===== src/rtl/hazard_ctrl.sv =====
// Purpose : hazard and sequencing control for a five-stage MIPS pipeline (stall, flush, bubble, forward).
// Latency : hazard/forward outputs are combinational (same cycle); state, fcnt, lost_cycles update on clk.
// Backpres: stalls PC and IF/ID on a RAW hazard; flushes IF/ID on jumps and for FLUSH_DEPTH cycles on a taken branch.
//
// Parameters: FLUSH_DEPTH (1..3) IF/ID flush cycles per taken branch; CNT_W lost-cycle counter width.
// Ports     : clk, rst (sync, active-low); ID indices/flags; EX indices/ctl; MEM/WB dest + write enable;
//             outputs pc_write, ifid_write, ifid_flush, idex_bubble, fwd_a, fwd_b, lost_cycles.
// Option    : define HAZARD_FORWARDING_EN to enable EX forwarding (only load-use then stalls).
//             Undefined: no forwarding, any dependence on a writing EX or MEM producer stalls.
module hazard_ctrl #(
  parameter int FLUSH_DEPTH = 1,
  parameter int CNT_W       = 16
) (
  input  logic             clk,
  input  logic             rst,
  input  logic [4:0]       id_rs,
  input  logic [4:0]       id_rt,
  input  logic             id_uses_rs,
  input  logic             id_uses_rt,
  input  logic             id_flush,
  input  logic             id_is_branch,
  input  logic [4:0]       ex_rs,
  input  logic [4:0]       ex_rt,
  input  logic [4:0]       ex_rd,
  input  logic             ex_regwrite,
  input  logic             ex_memread,
  input  logic             ex_branch_taken,
  input  logic [4:0]       mem_rd,
  input  logic             mem_regwrite,
  input  logic [4:0]       wb_rd,
  input  logic             wb_regwrite,
  output logic             pc_write,
  output logic             ifid_write,
  output logic             ifid_flush,
  output logic             idex_bubble,
  output logic [1:0]       fwd_a,
  output logic [1:0]       fwd_b,
  output logic [CNT_W-1:0] lost_cycles
);

  localparam logic [0:0] RUN   = 1'b0;
  localparam logic [0:0] FLUSH = 1'b1;

  // Remaining flush cycles after the resolve cycle itself.
  localparam logic [1:0] FCNT_LOAD = 2'(FLUSH_DEPTH - 1);

  logic [0:0] state;
  logic [1:0] fcnt;

  // ID source matches against the EX destination; a nonzero id index also
  // keeps register 0 out of every comparison.
  logic ex_hit;
  logic stall_req;

  always_comb begin
    ex_hit = (id_uses_rs && (id_rs != 5'd0) && (id_rs == ex_rd)) ||
             (id_uses_rt && (id_rt != 5'd0) && (id_rt == ex_rd));
  end

`ifdef HAZARD_FORWARDING_EN
  // Only a load in EX cannot be forwarded in time.
  always_comb begin
    stall_req = ex_memread && ex_hit;
  end

  always_comb begin
    fwd_a = 2'b00;
    fwd_b = 2'b00;
    if (rst) begin
      if (mem_regwrite && (mem_rd != 5'd0) && (mem_rd == ex_rs))
        fwd_a = 2'b10;
      else if (wb_regwrite && (wb_rd != 5'd0) && (wb_rd == ex_rs))
        fwd_a = 2'b01;
      if (mem_regwrite && (mem_rd != 5'd0) && (mem_rd == ex_rt))
        fwd_b = 2'b10;
      else if (wb_regwrite && (wb_rd != 5'd0) && (wb_rd == ex_rt))
        fwd_b = 2'b01;
    end
  end

  logic unused_nofwd_inputs;
  assign unused_nofwd_inputs = ex_regwrite;
`else
  // Without forwarding every in-flight producer ahead of WB must drain first;
  // WB itself is covered by the write-before-read register file.
  logic mem_hit;

  always_comb begin
    mem_hit = (id_uses_rs && (id_rs != 5'd0) && (id_rs == mem_rd)) ||
              (id_uses_rt && (id_rt != 5'd0) && (id_rt == mem_rd));
    stall_req = (ex_regwrite && ex_hit) || (mem_regwrite && mem_hit);
  end

  always_comb begin
    fwd_a = 2'b00;
    fwd_b = 2'b00;
  end

  logic unused_fwd_inputs;
  assign unused_fwd_inputs = ^{ex_rs, ex_rt, wb_rd, wb_regwrite, ex_memread};
`endif

  // Priority: reset > taken branch / flush window > stall > jump flush.
  // Inside the flush window ID holds a wrong-path instruction, so its
  // stall and jump requests are ignored.
  always_comb begin
    pc_write    = 1'b1;
    ifid_write  = 1'b1;
    ifid_flush  = 1'b0;
    idex_bubble = 1'b0;
    if (!rst) begin
      pc_write    = 1'b0;
      ifid_write  = 1'b0;
      ifid_flush  = 1'b1;
      idex_bubble = 1'b1;
    end else if (ex_branch_taken || (state == FLUSH)) begin
      ifid_flush  = 1'b1;
      idex_bubble = 1'b1;
    end else if (stall_req) begin
      pc_write    = 1'b0;
      ifid_write  = 1'b0;
      idex_bubble = 1'b1;
    end else if (id_flush && !id_is_branch) begin
      ifid_flush  = 1'b1;
    end
  end

  always_ff @(posedge clk) begin
    if (!rst) begin
      state       <= RUN;
      fcnt        <= 2'd0;
      lost_cycles <= '0;
    end else begin
      if (ex_branch_taken) begin
        // A new taken branch (also one seen mid-flush) restarts the window.
        if (FLUSH_DEPTH > 1) begin
          state <= FLUSH;
          fcnt  <= FCNT_LOAD;
        end else begin
          state <= RUN;
          fcnt  <= 2'd0;
        end
      end else if (state == FLUSH) begin
        fcnt <= fcnt - 2'd1;
        if (fcnt == 2'd1)
          state <= RUN;
      end

      if ((!pc_write || ifid_flush) && (lost_cycles != {CNT_W{1'b1}}))
        lost_cycles <= lost_cycles + CNT_W'(1);
    end
  end

endmodule


===== config.mk =====
export PLATFORM = sky130hd
export DESIGN_NAME = hazard_ctrl
export DESIGN_NICKNAME = d
export VERILOG_FILES = /design/src/rtl/hazard_ctrl.sv
export SDC_FILE = /design/constraint.sdc
export NUM_CORES = 1
export LEC_CHECK = 0
export CORE_UTILIZATION = 36
export DETAILED_ROUTE_END_ITERATION = 8
export PLACE_DENSITY = 0.76
export SLEW_MARGIN = 10
export SYNTH_ARGS = -nofsm -noshare
export SYNTH_HDL_FRONTEND = slang
export SYNTH_SLANG_ARGS = --single-unit

===== constraint.sdc =====
create_clock -name clk -period 1.9 [get_ports clk]
set_input_delay 0.285 -clock clk [delete_from_list [all_inputs] [get_ports clk]]
set_output_delay 0.285 -clock clk [all_outputs]
set_load 0.03 [all_outputs]

==> results of run 1 <==
[through the flow]
| stage | setup WS, ns | instances | TNS, ns | hold WS, ns |
|---|---|---|---|---|
| 2_1_floorplan | -0.00983 | 164 | -0.00983 | 0.429 |
| 3_3_place_gp | -0.595 | 272 | -10.11 | 0.475 |
| 3_5_place_dp | -0.652 | 272 | -11.13 | 0.480 |
| 4_1_cts | -0.138 | 282 | -0.417 | 0.492 |
| 5_1_grt | -0.155 | 286 | -0.614 | 0.538 |
| 6_report | -0.0946 | 286 | -0.242 | 0.493 |
[flip-flops by register name, indices dropped and copies added (netlist names)]
signal and count:
fcnt 2, lost_cycles 16, state 1
[worst max-delay path, delay by kind of cell]
kind | cells | cell delay [ns]
and+or+nand+nor | 3 | 0.48
buffers and inverters | 3 | 0.39
xor gates and xnor gates | 1 | 0.15
AOI/OAI and AO/OA | 2 | 0.40
[power groups by stage]
stage / clock network [µW] / registers (µW) / logic (µW)
finish: 291 / 406 / 278
global route: 312 / 407 / 296
global placement: 0 / 415 / 248
floorplan: 0 / 425 / 116
detailed placement: 0 / 415 / 252
CTS: 296 / 406 / 265
[layout make-up]
type	instances	area [µm²]
Tap cell	48	60.1
Fill cell	299	1340
Timing Repair Buffer	82	719
Multi-Input combinational cell	130	1090
Inverter	3	11.3
Sequential cell	19	395
Clock inverter	1	5.00
Clock buffer	3	41.3
[how the worst max path moves through the flow]
stage	start	endpoint	slack (ns)	cells after the start
3_3_place_gp	ex_rd[3]	lost_cycles[14]	-0.59	7
2_1_floorplan	id_rs[4]	pc_write	-0.01	6
3_5_place_dp	id_rt[3]	lost_cycles[14]	-0.65	7
6_report	id_rt[3]	pc_write	-0.09	9
4_1_cts	id_rt[3]	pc_write	-0.14	9
5_1_grt	mem_rd[2]	pc_write	-0.16	9
[what timing repair did]
action,CTS,global route
pin swaps,25,17
endpoints found under the setup margin,20,20
resized for setup,95,23
buffers inserted,6,4
cloned,1,0
[cells in the final DEF, fill, tap and decap left out, types with 3 or more instances in the layout]
cell / instances
buf_4: 33
clkdlybuf4s50_1: 24
xor2_1: 15
dfxtp_1: 15
buf_6: 14
nand2_1: 11
nand3_1: 7
buf_2: 7
or4_4: 6
o31ai_1: 6
xnor2_1: 5
nor2_1: 5
nand4_1: 5
a21oi_1: 5
nor4_1: 4
nand2b_1: 4
mux2i_1: 4
a21oi_2: 4
conb_1: 4
dfxtp_4: 4
inv_1: 3
or4_1: 3
clkbuf_8: 3
[kinds of logic (layout without fill, tap and decap cells)]
logic type | Yosys count | in the layout
buffers and inverters | 16 | 89
and+or+nand+nor | 67 | 67
other | 1 | 4
xor gates and xnor gates | 21 | 21
AOI/OAI and AO/OA | 31 | 32
adders and majority gates | 2 | 2
muxes | 4 | 4
DFF | 19 | 19
[routing by layer]
metal | share of wire, % | global-route usage, % | vias to the layer above
met5 | 0 | 0 | -
met3 | 6.8 | 4.64 | 8
met2 | 49 | 34.8 | 68
li1 | - | - | 760
met1 | 43 | 26.5 | 752
met4 | 0.96 | 5.11 | 0
==> flow_metrics.py, run 1 <==
metrics = {
    "run_status": {
        "status": "finished, violations left",
        "failed_checks": "negative setup slack",
    },
    "grt": {
        "grt_max_degree": 18,
        "first_global_vias": 1442,
        "grt_overflow": 0,
        "antenna_found_initial": 0,
        "grt_pass1_wl_um": 6700,
        "grt_util_all_layers_pct": 20.7,
    },
    "cts": {
        "clk_path_buf_depth": 2,
        "cts.clk_slew.worst_paths_ns": 0.07,
        "cts_tree": "built",
        "clk_latency_ns": 0.26,
        "cts_made_buffers": 3,
        "htree_levels": 1,
        "ctsHoldBuffers": 0,
        "clock_sinks": 19,
        "clockRootBuffer": "clkbuf_8",
    },
    "power": {
        "power_frac_seq_pct": 41.7,
        "p_sw_uw": 292,
        "switching_share_pct": 29.9,
        "leakage_uw": 0.000875,
        "clockPowerShare_pct": 29.8,
        "power_uw": 975,
        "p_int_uw": 683,
        "p_per_area_nw_per_um2": 420,
        "combPwrFrac_pct": 28.5,
        "ir_worst_vdd_v": 0.000349,
    },
    "final_layout": {
        "drive_above_1_share_pct": 38.7,
        "layout.nets": 287,
        "final_area_um2": 2320,
        "final_util_pct": 63.4,
        "syn_to_final_growth_pct": 68.9,
        "diodes": 0,
    },
    "flow_run": {
        "maxCapViolations": 0,
    },
    "sta": {
        "finalSetupViolations": 5,
        "layout_setup_ws_ns": -0.0946,
        "max_clock_freq_mhz": 501,
        "maxSlewViolCount": 0,
        "min_period_ns": 1.99,
        "rsz0062_at_grt": "yes",
        "min_period_over_period_pct": 105,
        "skew_ns": 0.00468,
        "hold_viol_final": 0,
    },
    "synth": {
        "synth.distinct_cells": 42,
        "netlist_area_um2": 1370,
        "synth-compound-area-share_pct": 16.8,
        "ys_seq_area_share_pct": 27.7,
        "synth_xor_area_share_pct": 13.4,
        "synth_top_family_by_area": "simple AND/OR/NAND/NOR gates",
        "yosys_warnings": 0,
        "synth_edf_count": 0,
        "synth_adder_area_share_pct": 1.82,
        "synth_async_sr_flop_share_pct": 0,
        "yosysTopAreaCellShare_pct": 27.7,
        "yosys.area_share.simple_pct": 30.2,
        "ys.flop_type": "dfxtp_1",
        "synthMuxAreaShare_pct": 2.91,
        "synthTopCellsByArea": "dfxtp_1 (28%), xor2_1 (10%), or4_1 (4.9%)",
        "yosysMostFrequentCell": "dfxtp_1",
        "avgSynthCellArea_um2": 8.53,
        "synthCells": 161,
        "ys_seq_elements": 19,
        "yosysTopAreaCell": "dfxtp_1",
        "synthTopCellsByCount": "dfxtp_1 (19), xor2_1 (16), nand2_1 (11)",
    },
    "worst_setup_path": {
        "reg2reg_to": "lost_cycles[6]",
        "r2r_start": "lost_cycles[6]",
        "ff2ff_path_depth": 8,
        "cp_slowest_stage_delay_ns": 0.27,
        "crit_chain": "buf_8 -> xor2_1 -> nor4_2 -> a32oi_1 -> buf_4 -> o22a_4 -> nor3_4 -> nor2_4 -> buf_6",
        "crit_type": "primary input to output port",
        "cp_max_fo": 3,
        "critPathArrivalTime_ns": 1.71,
        "cp_slowest_cell": "nor4_2",
        "cp.required_ns": 1.62,
        "endpoint_kind": "output port",
        "r2r_slack_ns": 0.09,
        "crit_path_start_kind": "primary input",
    },
    "floorplanning": {
        "dieArea_um2": 4070,
        "coreArea_um2": 3660,
        "die_y_um": 63.8,
        "start_util_pct": 37.5,
        "io_pins": 70,
        "std_cell_rows": 22,
        "die_x_um": 63.8,
    },
    "routing": {
        "vias": 1588,
        "ant_nets": 0,
        "first_iter_violations": 97,
        "wl_um": 4150,
        "drc": 0,
        "wl_per_cell_um": 14.5,
        "first_pass_iters": 4,
        "viasPerCell": 5.55,
    },
    "worst_hold_path": {
        "hold_path.class": "flop to flop",
        "hold_start": "lost_cycles[6]",
        "holdPathStages": 2,
        "worstHoldEndpoint": "lost_cycles[6]",
    },
    "placed_design": {
        "numPortBuffers": 48,
        "placed_area_um2": 2080,
        "place_hpwl_um": 2860,
        "place_congestion": 0.903,
    },
}
Note: power is estimated with default switching activity, not from simulation.
==> run 2: changes to the inputs <==
--- a/config.mk
+++ b/config.mk
@@ -5,9 +5,9 @@
 export SDC_FILE = /design/constraint.sdc
 export NUM_CORES = 1
 export LEC_CHECK = 0
-export CORE_UTILIZATION = 36
+export CORE_UTILIZATION = 45
 export DETAILED_ROUTE_END_ITERATION = 8
-export PLACE_DENSITY = 0.76
+export DONT_BUFFER_PORTS = 1
 export SLEW_MARGIN = 10
 export SYNTH_ARGS = -nofsm -noshare
 export SYNTH_HDL_FRONTEND = slang
==> run 2 against run 1 <==
  * The flow finishes with violations (design-rule violations, negative setup slack)
  * Largest power group unchanged
  * Global-route usage is 1.0 points higher
  * Clock skew is 0.0019 ns higher
  * Cell area is 23% lower
  * Sequential power is 1% lower
==> flow_metrics.py, run 2 (synthesis gave the netlist of run 1 again) <==
metrics = {
    "run_status": {
        "status": "finished, violations left",
        "failed_checks": "design-rule violations, negative setup slack",
    },
    "floorplanning": {
        "io_pins": 70,
        "dieArea_um2": 3280,
        "die_y_um": 57.3,
        "coreArea_um2": 2830,
        "die_x_um": 57.3,
        "std_cell_rows": 19,
        "start_util_pct": 48.6,
    },
    "cts": {
        "cts_tree": "built",
        "clk_path_buf_depth": 2,
        "ctsHoldBuffers": 0,
        "clk_latency_ns": 0.30,
        "clockRootBuffer": "clkbuf_4",
        "cts_made_buffers": 3,
        "htree_levels": 1,
        "clock_sinks": 19,
        "cts.clk_slew.worst_paths_ns": 0.12,
    },
    "routing": {
        "wl_um": 3430,
        "vias": 1349,
        "first_pass_iters": 6,
        "viasPerCell": 6.16,
        "wl_per_cell_um": 15.7,
        "drc": 4,
        "ant_nets": 0,
        "first_iter_violations": 67,
    },
    "placed_design": {
        "place_hpwl_um": 2600,
        "placed_cells": 212,
        "placed_area_um2": 1620,
        "numPortBuffers": 0,
        "place_congestion": 0.854,
    },
    "worst_setup_path": {
        "critPathArrivalTime_ns": 2.09,
        "crit_path_start_kind": "primary input",
        "cp_max_fo": 17,
        "cp_slowest_stage_delay_ns": 0.33,
        "crit_chain": "xor2_1 -> nor4_2 -> a32oi_1 -> buf_4 -> buf_4 -> o221a_4 -> buf_4 -> o41ai_2 -> a21oi_1",
        "crit_type": "primary input to flop",
        "cpMostUsedCell": "buf_4",
        "cp_slowest_cell": "o221a_4",
        "cp.required_ns": 2.08,
        "endpoint_kind": "flop",
    },
    "power": {
        "ir_worst_vdd_v": 0.000302,
        "power_uw": 788,
        "p_per_area_nw_per_um2": 443,
        "leakage_uw": 0.000636,
    },
    "final_layout": {
        "diodes": 0,
        "syn_to_final_growth_pct": 29.3,
        "multi_input_comb_area_um2": 1050,
        "layout.nets": 237,
        "largest_reg_flops": 16,
        "layout_commonest_cell": "buf_4",
        "final_cells": 219,
        "register_area_um2": 395,
        "drive_above_1_share_pct": 34.6,
        "largest_registers": "lost_cycles (16), fcnt (2), state (1)",
        "mostFrequentLayoutCells": "buf_4 (31), xor2_1 (15), dfxtp_1 (15)",
        "fillers": 243,
        "regMostFlops": "lost_cycles",
        "final_area_um2": 1780,
    },
    "sta": {
        "whs_ns": 0.103,
        "maxSlewViolCount": 0,
        "hold_viol_final": 0,
        "finalSetupViolations": 1,
        "skew_ns": 0.00655,
        "layout_setup_ws_ns": -0.000676,
        "min_period_over_period_pct": 100,
        "rsz0062_at_grt": "yes",
        "min_period_ns": 1.90,
        "max_clock_freq_mhz": 526,
        "tns_ns": -0.000676,
    },
    "grt": {
        "grt_overflow": 0,
        "grt_util_all_layers_pct": 21.7,
        "grt_pass1_wl_um": 5550,
        "antenna_found_initial": 0,
        "grt_max_degree": 19,
        "first_global_vias": 1306,
    },
    "flow_run": {
        "maxCapViolations": 0,
    },
    "worst_hold_path": {
        "hold_path.class": "primary input to flop",
    },
}
run 2: worst paths after layout:
check | startpoint | end | slack [ns] | cells after the start
setup / recovery | id_rt[3] | lost_cycles[13] | -0.0007 | 9
hold / removal | rst | lost_cycles[14] | 0.10 | 1
hold reg to reg | fcnt[1] | fcnt[1] | 0.52 | 2
setup reg to reg | lost_cycles[6] | lost_cycles[7] | 0.09 | 7
run 2: stage by stage:
step                worst slack [ns]  util (%)
floorplan                   -0.00983         -
global placement              -0.151      57.4
detailed placement            -0.153      57.4
CTS                          -0.0594      60.4
global route                 -0.0699      62.8
finish                     -0.000676      62.8
run 2: layer usage:
layer	global-route usage [%]	wire length [µm]	vias up
met2	40.7	1880	59
li1	-	-	652
met4	8.01	19	0
met1	24.8	1310	636
met3	3.17	222	2
met5	0	0	-
run 2: area by class of cell:
class / instances / share of cell area [%]
Sequential cell: 19 / 22.3
Clock inverter: 1 / 0.282
Clock buffer: 3 / 1.27
Multi-Input combinational cell: 129 / 59.0
Timing Repair Buffer: 33 / 14.4
Inverter: 3 / 0.634
Tap cell: 31 / 2.18
run 2: power by group:
| part | switching [µW] | internal [µW] | total [µW] |
|---|---|---|---|
| clock | 136 | 78.4 | 214 |
| sequential | 3.85 | 398 | 402 |
| combinational | 100 | 71.3 | 172 |
run 2: repair_timing:
action / CTS / global route
endpoints found under the setup margin: 4 / 14
gates resized for setup: 8 / 10
endpoints found under the hold margin: 0 / 0
pin swaps: 7 / 8
gates cloned: 0 / 0
buffers inserted: 2 / 1
run 2: worst max-delay path: cells and delay by family:
family                 cells  cell delay (ns)
AO/OA/AOI/OAI              4             0.88
buffers and inverters      3             0.46
AND/OR/NAND/NOR            1             0.31
XOR/XNOR                   1             0.15
==> patch 1, RTL diff (settings of run 1) <==
The option `HAZARD_FORWARDING_EN` is turned on by a define.
--- a/src/rtl/hazard_ctrl.sv
+++ b/src/rtl/hazard_ctrl.sv
@@ -9,2 +9,4 @@
 //             Undefined: no forwarding, any dependence on a writing EX or MEM producer stalls.
+`define HAZARD_FORWARDING_EN
+
 module hazard_ctrl #(
Function: changed (Yosys sat finds a counterexample within 4 cycles, from zero or initial values and one cycle with rst low).
==> patch 1 against run 1 <==
- the run still ends with negative setup slack left
- largest cell class unchanged
- wire length increased by 30%
- non-clock buffer count increased by 30
- final area increased by 21%
- critical path depth increased by 1
- sequential cell count unchanged
- area after synthesis increased by 3.8%
- worst setup slack got worse by 0.14 ns
- critical endpoint unchanged
- total power increased by 14%
- highest routed layer unchanged
- global-route usage increased by 2.3 points
==> patch 1: results (changes against run 1) <==
{
  "share_of_post_route_cells_with_drive_strength_above_1": {"value": 42.8, "unit": "%", "change": "was 38.7%"},
  "timing.hold.worst.start": {"value": "rst", "change": "was lost_cycles[6]$_SDFFE_PN0P_"},
  "timing.critical_path.fanout_max": {"value": 2, "change": "was 3"},
  "cpPeakStageDelay": {"value": 0.35, "unit": "ns", "change": "was 0.27 ns"},
  "synth.distinct_cells": {"value": 32, "change": "was 42"},
  "count_of_endpoints_failing_setup_in_the_final_report": {"value": 14, "change": "was 5"},
  "grt_start_max_net_pins": {"value": 13, "change": "was 18"},
  "finalWorstSetupSlack": {"value": -0.236, "unit": "ns", "change": "was -0.0946 ns"},
  "count_of_non_cts_inverters_in_the_layout": {"value": 5, "change": "was 3"},
  "use_met3": {"value": 2.64, "unit": "%", "change": "was 4.64%"},
  "worst_r2r_endpoint": {"value": "lost_cycles[12]$_SDFFE_PN0P_", "change": "was lost_cycles[6]$_SDFFE_PN0P_"},
  "grt.met2_usage": {"value": 41.3, "unit": "%", "change": "was 34.8%"},
  "port_buffers": {"value": 68, "change": "was 48"},
  "crit_slowest_cell": {"value": "nor4b_4", "change": "was nor4_2"},
  "non_clock_buffer_count": {"value": 112, "change": "was 82"},
  "via_per_inst": {"value": 5.50, "change": "was 5.55"},
  "synth-compound-area-share": {"value": 12.8, "unit": "%", "change": "was 16.8%"},
  "finalNetCount": {"value": 341, "change": "was 287"},
  "synth_sequential_area_ratio": {"value": 26.7, "unit": "%", "change": "was 27.7%"},
  "number_of_cells_upsized_or_downsized_after_cts": {"value": 149, "change": "was 95"},
  "global_route.usage.met1": {"value": 27.3, "unit": "%", "change": "was 26.5%"},
  "muxShareOfSynthArea": {"value": 3.51, "unit": "%", "change": "was 2.91%"},
  "number_of_global_route_vias_before_repair": {"value": 1718, "change": "was 1442"},
  "detailroute.wirelength.met3": {"value": 232, "unit": "um", "change": "was 284 um"},
  "drt-initial-drc-count": {"value": 105, "change": "was 97"},
  "power.internal": {"value": 0.765, "unit": "mW", "change": "was 0.683 mW"},
  "hold_removal_path_class": {"value": "in2reg", "change": "was reg2reg"},
  "yosys-top-cells-area": {"value": "dfxtp_1, xor2_1, xnor2_1", "change": "was dfxtp_1, xor2_1, or4_1"},
  "final.fill_count": {"value": 261, "change": "was 299"},
  "wl_met1": {"value": 2180, "unit": "um", "change": "was 1790 um"},
  "met2RoutedLength": {"value": 2840, "unit": "um", "change": "was 2030 um"},
  "status": {"value": "complete, but fails checks", "change": "unchanged"},
  "post_synth_fa_ha_maj_area_fraction": {"value": 1.75, "unit": "%", "change": "was 1.82%"},
  "violations": {"value": "negative setup slack", "change": "unchanged"},
  "gpl.final_weighted_congestion": {"value": 0.774, "change": "was 0.903"},
  "synth_commonest_cells": {"value": "dfxtp_1, nand2_1, xor2_1, a21oi_1, xnor2_1", "change": "was dfxtp_1, xor2_1, nand2_1, a21oi_1, or4_1"},
  "grt_pass1_wl": {"value": 7590, "unit": "um", "change": "was 6700 um"},
  "multi_input_area": {"value": 1310, "unit": "um2", "change": "was 1090 um2"}
}
[patch 1: worst min-delay path, delay by kind of cell]
| family | cells | cell delay (ns) |
|---|---|---|
| AND/OR/NAND/NOR | 2 | 0.15 |
| buffers and inverters | 2 | 0.24 |
[patch 1: worst min path at each step]
stage,cells past startpoint,slack [ns],end
2_1_floorplan,2,0.44,lost_cycles[5]$_SDFFE_PN0P_
3_3_place_gp,2,0.48,fcnt[1]$_SDFFE_PP0P_
3_5_place_dp,2,0.49,lost_cycles[6]$_SDFFE_PN0P_
4_1_cts,2,0.50,lost_cycles[6]$_SDFFE_PN0P_
5_1_grt,4,0.46,fcnt[1]$_SDFFE_PP0P_
6_report,4,0.46,fcnt[1]$_SDFFE_PP0P_
[patch 1: metrics by stage]
step	cells	hold slack, ns	area (um2)	worst slack [ns]
global route	340	0.458	2800	-0.253
floorplan	178	0.441	1460	-0.162
detailed placement	325	0.494	2430	-0.690
finish	340	0.458	2800	-0.236
global placement	325	0.479	2430	-0.680
CTS	337	0.504	2610	-0.165
==> patch 2, RTL diff (flow settings as in run 1) <==
Made on the original files. Add an input register stage for `id_rs`, without a reset; this delays it by one clock. The other inputs are not delayed to match.
--- a/src/rtl/hazard_ctrl.sv
+++ b/src/rtl/hazard_ctrl.sv
@@ -46,2 +46,8 @@
 
+  logic [4:0] id_rs_q;
+
+  always_ff @(posedge clk) begin
+    id_rs_q <= id_rs;
+  end
+
   logic [0:0] state;
@@ -55,3 +61,3 @@
   always_comb begin
-    ex_hit = (id_uses_rs && (id_rs != 5'd0) && (id_rs == ex_rd)) ||
+    ex_hit = (id_uses_rs && (id_rs_q != 5'd0) && (id_rs_q == ex_rd)) ||
              (id_uses_rt && (id_rt != 5'd0) && (id_rt == ex_rd));
@@ -88,3 +94,3 @@
   always_comb begin
-    mem_hit = (id_uses_rs && (id_rs != 5'd0) && (id_rs == mem_rd)) ||
+    mem_hit = (id_uses_rs && (id_rs_q != 5'd0) && (id_rs_q == mem_rd)) ||
               (id_uses_rt && (id_rt != 5'd0) && (id_rt == mem_rd));
Behaviour: not the same (a bounded check fails within 4 cycles, from zero or initial values and one cycle with rst low).
==> patch 2 against run 1 <==
- the flow still finishes with violations (negative setup slack)
- final area down 2.8%
- wire length down 17%
- sequential cell count up 5
- register-to-register slack worse by 0.23 ns
- worst setup slack worse by 0.13 ns
- total power up 28%
- area after synthesis up 2.7%
==> patch 2: results (changes against run 1) <==
{
  "netSwitchingFraction": {"value": 24.6, "unit": "%", "change": "was 29.9%"},
  "finalClockSkew": {"value": 0.0122, "unit": "ns", "change": "was 0.00468 ns"},
  "count_of_endpoints_failing_setup_in_the_final_report": {"value": 19, "change": "was 5"},
  "cpPeakStageDelay": {"value": 0.52, "unit": "ns", "change": "was 0.27 ns"},
  "violations": {"value": "negative setup slack", "change": "unchanged"},
  "via_per_inst": {"value": 4.90, "change": "was 5.55"},
  "drt-initial-drc-count": {"value": 60, "change": "was 97"},
  "drt_first_pass_iters": {"value": 5, "change": "was 4"},
  "clk-power": {"value": 0.446, "unit": "mW", "change": "was 0.291 mW"},
  "worst_setup_path_startpoint": {"value": "id_rs_q[1]$_DFF_P_", "change": "was id_rt[3]"},
  "hold_removal_path_class": {"value": "in2reg", "change": "was reg2reg"},
  "grt_pass1_wl": {"value": 5300, "unit": "um", "change": "was 6700 um"},
  "crit_slowest_cell": {"value": "or4_1", "change": "was nor4_2"},
  "finalNetCount": {"value": 278, "change": "was 287"},
  "cts.repair_timing.setup_buffer_count": {"value": 0, "change": "was 6"},
  "p_total": {"value": 1.25, "unit": "mW", "change": "was 0.975 mW"},
  "status": {"value": "complete, but fails checks", "change": "unchanged"},
  "synth-xor-area-share": {"value": 13.7, "unit": "%", "change": "was 13.4%"},
  "grtUsageTotal": {"value": 16.0, "unit": "%", "change": "was 20.7%"},
  "finalWorstSetupSlack": {"value": -0.226, "unit": "ns", "change": "was -0.0946 ns"},
  "number_of_global_route_vias_before_repair": {"value": 1279, "change": "was 1442"},
  "synth.distinct_cells": {"value": 33, "change": "was 42"},
  "timing.critical_path.fanout_max": {"value": 4, "change": "was 3"},
  "timing.hold.worst.start": {"value": "id_rs[4]", "change": "was lost_cycles[6]$_SDFFE_PN0P_"},
  "vdd_drop_max": {"value": 260, "unit": "uV", "change": "was 349 uV"},
  "share_of_post_route_cells_with_drive_strength_above_1": {"value": 23.6, "unit": "%", "change": "was 38.7%"},
  "path_delay_family": {"value": "compound AO/OA/AOI/OAI gates", "change": "was simple AND/OR/NAND/NOR gates"}
}
==> patch 2: changes by cell type in the layout (fill, tap and decap cells not counted), moves of 6 or more <==
cell / change
buf_2: -7
xnor2_1: +14
nand2_1: +8
nand3_1: -6
xor2_1: -14
dfxtp_1: +7
or4_4: -6
buf_4: -16
o31ai_1: -6
dlygate4sd2_1: +13
nand2b_1: +8
mux2i_1: +8
==> patch 2: area by class of cell <==
class | instances | area [um2]
Clock buffer | 3 | 41.3
Clock inverter | 1 | 30.0
Fill cell | 334 | 1460
Inverter | 3 | 11.3
Multi-Input combinational cell | 128 | 975
Sequential cell | 24 | 483
Tap cell | 48 | 60.1
Timing Repair Buffer | 70 | 654
==> patch 2: per-layer routing <==
layer | global-route usage (%) | vias to the layer above | wire, um
li1 | - | 683 | -
met1 | 19.7 | 625 | 1550
met2 | 27.0 | 39 | 1650
met3 | 2.29 | 10 | 142
met4 | 7.78 | 0 | 88
met5 | 0 | - | 0
==> patch 2: logic make-up (layout without fill, tap and decap cells) <==
group | Yosys count | after routing
flops | 24 | 24
mux | 12 | 12
compound gates | 14 | 14
other cells | 1 | 4
simple gates | 74 | 74
buf+inv | 14 | 77
xor+xnor | 22 | 22
fa+ha+maj | 2 | 2
==> patch 2: per-stage QoR <==
stage | std cells | setup TNS, ns
after global routing | 277 | -3.41
after floorplan | 166 | -0.0360
final | 277 | -1.70
after global placement | 270 | -8.77
after detailed placement | 270 | -9.43
after CTS | 274 | -2.43
==> patch 2: worst paths after layout <==
kind                                                     end  slack (ns)  cells after the start
worst max register to register  lost_cycles[14]$_SDFFE_PN0P_       -0.14                      8
worst min register to register   lost_cycles[6]$_SDFFE_PN0P_        0.48                      2
worst max-delay path                                pc_write       -0.23                      5
worst min-delay path                      id_rs_q[4]$_DFF_P_        0.45                      1
